[src/rtl/trace_buffer.sv]
// -----------------------------------------------------------------------------
// trace_buffer
//
// Elastic FIFO stage behind the EX tracker. Every element presented on an
// ex_data_ready strobe is captured and held until the trace sink drains it
// over a valid/ready handshake. The tracker is never back-pressured: elements
// arriving while the buffer is full are dropped, counted (saturating) and
// flagged with a sticky overflow bit.
//
// Parameters
//   DEPTH       number of stored elements (power of two, >= 2)
//   CNT_WIDTH   width of the drop counter
//   DATA_WIDTH  element width; instantiate with $bits(ryuki_datatypes::trace_output)
//
// Ports
//   clk            clock, all state updates on the rising edge
//   rst            synchronous, active-high reset
//   ex_data_ready  one-cycle strobe, ex_data_in valid this cycle
//   ex_data_in     trace element, stored opaquely
//   trace_data_o   head element (show-ahead)
//   trace_valid_o  head element is valid
//   trace_ready_i  sink accepts the head this cycle
//   level_o        occupancy, 0..DEPTH
//   full_o         level_o == DEPTH
//   empty_o        level_o == 0
//   overflow_o     sticky: at least one element dropped since reset/clear
//   drop_count_o   saturating count of dropped elements
//   clear_i        synchronous clear of overflow_o and drop_count_o
// -----------------------------------------------------------------------------
module trace_buffer #(
  parameter int unsigned DEPTH      = 16,
  parameter int unsigned CNT_WIDTH  = 16,
  parameter int unsigned DATA_WIDTH = 64
) (
  input  logic                         clk,
  input  logic                         rst,
  input  logic                         ex_data_ready,
  input  logic [DATA_WIDTH-1:0]        ex_data_in,
  output logic [DATA_WIDTH-1:0]        trace_data_o,
  output logic                         trace_valid_o,
  input  logic                         trace_ready_i,
  output logic [$clog2(DEPTH):0]       level_o,
  output logic                         full_o,
  output logic                         empty_o,
  output logic                         overflow_o,
  output logic [CNT_WIDTH-1:0]         drop_count_o,
  input  logic                         clear_i
);

  localparam int unsigned PTR_W = $clog2(DEPTH);
  localparam int unsigned LVL_W = PTR_W + 1;

  logic [DATA_WIDTH-1:0] mem_q [DEPTH];

  logic [PTR_W-1:0]     wr_ptr_q, wr_ptr_d;
  logic [PTR_W-1:0]     rd_ptr_q, rd_ptr_d;
  logic [LVL_W-1:0]     count_q, count_d;
  logic                 overflow_q, overflow_d;
  logic [CNT_WIDTH-1:0] drop_count_q, drop_count_d;

  logic full, empty, pop, push, drop;

  // Flags come straight from the count register, so full and empty are
  // never ambiguous even when the pointers are equal.
  assign full  = (count_q == LVL_W'(DEPTH));
  assign empty = (count_q == '0);

  assign pop  = !empty && trace_ready_i;
  // A strobe into a full buffer still lands if the head leaves this cycle.
  assign push = ex_data_ready && (!full || pop);
  assign drop = ex_data_ready && full && !pop;

  always_comb begin
    // NOTE: every signal gets a default first so no path leaves it unassigned
    // and no latch is inferred.
    wr_ptr_d     = wr_ptr_q;
    rd_ptr_d     = rd_ptr_q;
    count_d      = count_q;
    overflow_d   = overflow_q;
    drop_count_d = drop_count_q;

    // Pointers are exactly PTR_W bits wide, so DEPTH-1 + 1 wraps to 0.
    if (push) wr_ptr_d = wr_ptr_q + PTR_W'(1);
    if (pop)  rd_ptr_d = rd_ptr_q + PTR_W'(1);

    unique case ({push, pop})
      2'b10:   count_d = count_q + LVL_W'(1);
      2'b01:   count_d = count_q - LVL_W'(1);
      default: count_d = count_q;
    endcase

    // A drop coinciding with a clear must survive the clear so that the
    // loss is never hidden from software.
    if (clear_i) begin
      overflow_d   = drop;
      drop_count_d = drop ? CNT_WIDTH'(1) : '0;
    end else if (drop) begin
      overflow_d = 1'b1;
      if (!(&drop_count_q)) drop_count_d = drop_count_q + CNT_WIDTH'(1);
    end
  end

  always_ff @(posedge clk) begin
    // NOTE: sequential state uses non-blocking assignments so every flop
    // samples the pre-edge value of its inputs regardless of statement order.
    if (rst) begin
      wr_ptr_q     <= '0;
      rd_ptr_q     <= '0;
      count_q      <= '0;
      overflow_q   <= 1'b0;
      drop_count_q <= '0;
    end else begin
      wr_ptr_q     <= wr_ptr_d;
      rd_ptr_q     <= rd_ptr_d;
      count_q      <= count_d;
      overflow_q   <= overflow_d;
      drop_count_q <= drop_count_d;
    end
  end

  // NOTE: the storage array has no reset; stale contents are unreachable
  // because the pointers and count are reset, and leaving it unreset lets it
  // map onto plain RAM. The write is still blocked during reset so a strobe
  // in that cycle leaves no trace.
  always_ff @(posedge clk) begin
    if (push && !rst) mem_q[wr_ptr_q] <= ex_data_in;
  end

  assign trace_data_o  = mem_q[rd_ptr_q];
  assign trace_valid_o = !empty;
  assign level_o       = count_q;
  assign full_o        = full;
  assign empty_o       = empty;
  assign overflow_o    = overflow_q;
  assign drop_count_o  = drop_count_q;

endmodule

[config.mk]
export PLATFORM = sky130hd
export DESIGN_NAME = trace_buffer
export DESIGN_NICKNAME = d
export VERILOG_FILES = /design/src/rtl/trace_buffer.sv
export SDC_FILE = /design/constraint.sdc
export NUM_CORES = 1
export LEC_CHECK = 0
export ABC_CLOCK_PERIOD_IN_PS = 6000
export CORE_ASPECT_RATIO = 0.9
export CORE_UTILIZATION = 63
export CTS_BUF_LIST = sky130_fd_sc_hd__clkbuf_2 sky130_fd_sc_hd__clkbuf_4 sky130_fd_sc_hd__clkbuf_8
export CTS_CLUSTER_DIAMETER = 30
export DETAILED_ROUTE_END_ITERATION = 6
export GPL_ROUTABILITY_DRIVEN = 0
export GPL_TIMING_DRIVEN = 0
export PLACE_DENSITY_LB_ADDON = 0.1
export SYNTH_ARGS = -nofsm -noshare
export SYNTH_HDL_FRONTEND = slang
export SYNTH_SLANG_ARGS = --single-unit
[constraint.sdc]
create_clock -name clk -period 6 [get_ports clk]
set_input_delay 1.8 -clock clk [delete_from_list [all_inputs] [get_ports clk]]
set_output_delay 1.8 -clock clk [all_outputs]
set_load 0.005 [all_outputs]
==> impl_metrics.csv <==
group,metric,value,unit
floorplanning,initial_core_util,63.97,%
worst_setup_path,crit_path_start_kind,"flop",
final_layout,final_layout_size_suffix_gt1_share,32.64,%
min_path,hold_end,"drop_count_o[4]",
global_routing,grt_max_degree,25,
worst_setup_path,cp_max_fo,10,
min_path,hold_depth,1,
routing,drt_pre_antenna_iters,7,
worst_setup_path,rr_worst_depth,7,
worst_setup_path,crit_arrival,4160,ps
floorplanning,core,62920,um2
timing,fmax,0.1678,GHz
synthesis,ys_warn_count,0,
floorplanning,ioPinCount,158,
placed_design,hpwl,53.31,mm
placed_design,placedCellCount,2686,
timing,period_needed,5959,ps
placed_design,portBuffers,157,
synthesis,synth_area,40250,um2
floorplanning,chipWidth,268.4,um
timing,fin_crit_sh,99.32,%
clocking,insertion_delay,800,ps
min_path,hp-start,"drop_count_o[4]",
clocking,root_buffer,"clkbuf_8",
global_routing,grt_pass1_vias,20360,
routing,drc,0,
synthesis,synth_commonest_cells,"edfxtp_1 (1024), mux4_2 (320), nor2_1 (45)",
timing,max_slew.worst_pin.slew,1125,ps
final_layout,stdcell_count,3004,
routing,vias_per_cell,6.399,
routing,drt-total-wl,88.82,mm
final_layout,synthToLayoutAreaGrowth,18.40,%
synthesis,ys_async_sr_fraction,0,%
worst_setup_path,endpoint_kind,"primary output",
floorplanning,die_y,241.8,um
timing,whs,511.1,ps
routing,post_drt_wl_per_cell,29.57,um
min_path,min_path_type,"reg2reg",
synthesis,postSynthAreaPerCell,24.60,um2
placed_design,place_area,44060,um2
synthesis,synth_most_common_cell,"edfxtp_1",
timing,relSlewSlack,25.03,%
global_routing,overflow,0,
clocking,clockBufferDepth,3,
routing,ant_nets,0,
routing,vias,19220,
pwr,vdd_drop_max,309.2,uV
synthesis,ys_types,48,
synthesis,synth_area_leader_cell,"edfxtp_1",
clocking,cts.sinks,1058,
final_layout,fin_nets,2096,
synthesis,synth_edf_count,1024,
synthesis,yosysTopAreaCellShare,76.40,%
global_routing,antenna_found_initial,6,
clocking,cts_tree,"yes",
timing,finalWorstSetupSlack,40.93,ps
synthesis,ys_ff_latch,1058,
clocking,clk_pin_slew,60,ps
placed_design,pre_cts_ws,854.8,ps
pwr,p_per_area,365.4,nW/um2
timing,clock_skew,20.73,ps
final_layout,nFillCells,3353,
timing,maxSlewViolCount,0,
timing,setup_viol,0,
synthesis,synthCells,1636,
timing,rsz0062_at_grt,"no",
timing,hold_violations,0,
clocking,post-cts-setup-buffers,0,
pwr,power.leakage,14.73,nW
clocking,cts-buffers-inserted,174,
worst_setup_path,reg2reg_from,"level_o[0]",
synthesis,seq_area_frac_synth,78.09,%
flow_run,maxCapViolations,0,
clocking,htreeDepth,4,
worst_setup_path,r2r_slack,3070,ps
worst_setup_path,cp.required,4200,ps
floorplanning,die_area,64900,um2
synthesis,ys.flop_type,"edfxtp_1",
worst_setup_path,critPathKind,"reg2out",
floorplanning,fp-row-count,87,
worst_setup_path,r2r-end,"mem_q[12][41]",
global_routing,track_usage,28.65,%
global_routing,grt_pass1_wl,130.1,mm
status,outcome,"finished, final reports clean",
final_layout,finalInstanceArea,47660,um2
synthesis,syn-num-nets,1715,
routing,first_iter_violations,1880,
synthesis,ys_top_cells_by_area,"edfxtp_1 (76%), mux4_2 (18%), dfxtp_1 (1.7%), buf_6 (0.73%), nor2_1 (0.42%)",
through the flow:
step | utilization (%) | TNS [ps] | power (mW)
2_1_floorplan | - | 0 | 10.15
3_3_place_gp | 68.15 | -3639310 | 11.16
3_5_place_dp | 70.04 | 0 | 11.23
4_1_cts | 75.73 | 0 | 17.53
5_1_grt | 75.74 | 0 | 17.99
6_report | 75.74 | 0 | 17.41
repair_timing:
action | 4_1_cts | 5_1_grt
resized for setup | 2 | 0
hold buffers | 0 | 0
setup endpoints to repair | 1 | 0
endpoints found under the hold margin | 0 | 0
power breakdown:
| part | switching [mW] | internal [mW] | total (mW) |
|---|---|---|---|
| Combinational | 1.28 | 1.51 | 2.80 |
| Sequential | 0.0529 | 8.20 | 8.25 |
| Clock | 2.77 | 3.60 | 6.36 |
| Total | 4.10 | 13.3 | 17.4 |
placed cells by master (no fill, tap or decap), types with 3 or more instances in the layout:
cell type / netlist / routed
a21oi_1: 9 / 9
xor2_1: 6 / 6
nand3_1: 8 / 8
clkinv_1: 0 / 37
dfxtp_1: 34 / 34
nor4_1: 3 / 3
clkbuf_8: 0 / 183
clkinvlp_4: 0 / 8
buf_2: 4 / 4
o21ai_0: 6 / 6
bufinv_16: 0 / 11
clkbuf_4: 0 / 46
buf_1: 15 / 14
mux4_2: 320 / 320
nor2b_1: 3 / 3
buf_16: 0 / 14
nand4_1: 6 / 6
nor2_4: 0 / 16
nand2_1: 15 / 15
o211a_1: 3 / 3
xnor2_1: 9 / 9
or4_1: 4 / 4
nor3_1: 5 / 5
clkdlybuf4s50_1: 0 / 157
clkinv_2: 0 / 23
ha_1: 9 / 9
mux2i_1: 4 / 4
clkinv_4: 0 / 5
edfxtp_1: 1024 / 1024
nor2_1: 45 / 29
buf_6: 26 / 26
clkbuf_1: 30 / 30
inv_1: 15 / 15
buf_12: 0 / 34
inv_6: 0 / 3
cell type report:
class | count | area, um2 | area share, %
Sequential cell | 1058 | 31430 | 65.95
Multi-Input combinational cell | 486 | 8379 | 17.58
Clock buffer | 229 | 2864 | 6.010
Timing Repair Buffer | 205 | 2638 | 5.535
Tap cell | 845 | 1057 | 2.219
Clock inverter | 87 | 714.4 | 1.499
Buffer | 77 | 511.7 | 1.074
Inverter | 15 | 56.30 | 0.1181
Antenna cell | 2 | 5.005 | 0.01050
cell families after synthesis:
family,count (synthesis),synth area share (%)
buffers and inverters,92,1.393
muxes,324,18.00
AOI/OAI and AO/OA,29,0.4663
DFF,1058,78.09
and+or+nand+nor,108,1.393
adders and majority gates,10,0.3295
xor gates and xnor gates,15,0.3264
worst max-delay path by stage:
| stage | slack, ps | startpoint | endpoint |
|---|---|---|---|
| after floorplan | 600 | rst | mem_q[13][0] |
| after global placement | -3690 | rst | mem_q[13][35] |
| after detailed placement | 850 | flop | trace_data_o[21] |
| after CTS | 30 | flop | trace_data_o[42] |
| after global routing | 4 | flop | trace_data_o[0] |
| final | 40 | flop | trace_data_o[0] |
per-layer routing:
metal	wire (um)	vias to the layer above	track usage, %	share of wire (%)
met1	34380	10200	40.28	39
met4	2010	8	9.642	2.3
met3	7649	150	6.212	8.6
li1	-	7876	-	-
met5	53	-	0	0.060
met2	44730	994	45.54	50
sequential cells by signal, indices dropped and copies added (netlist names), named ones only:
signal and cells:
mem_q 1024, drop_count_o 16, level_o 5, rd_ptr_q 4, wr_ptr_q 4, overflow_o 1
worst max-delay path, cell delays in order, from the launching register on:
cell and delay, ps:
dfxtp_1 370, clkbuf_1 780, buf_1 740, mux4_2 420
mux4_2 560, clkdlybuf4s50_1 490
No activity file was read; power rests on OpenSTA's default activity.
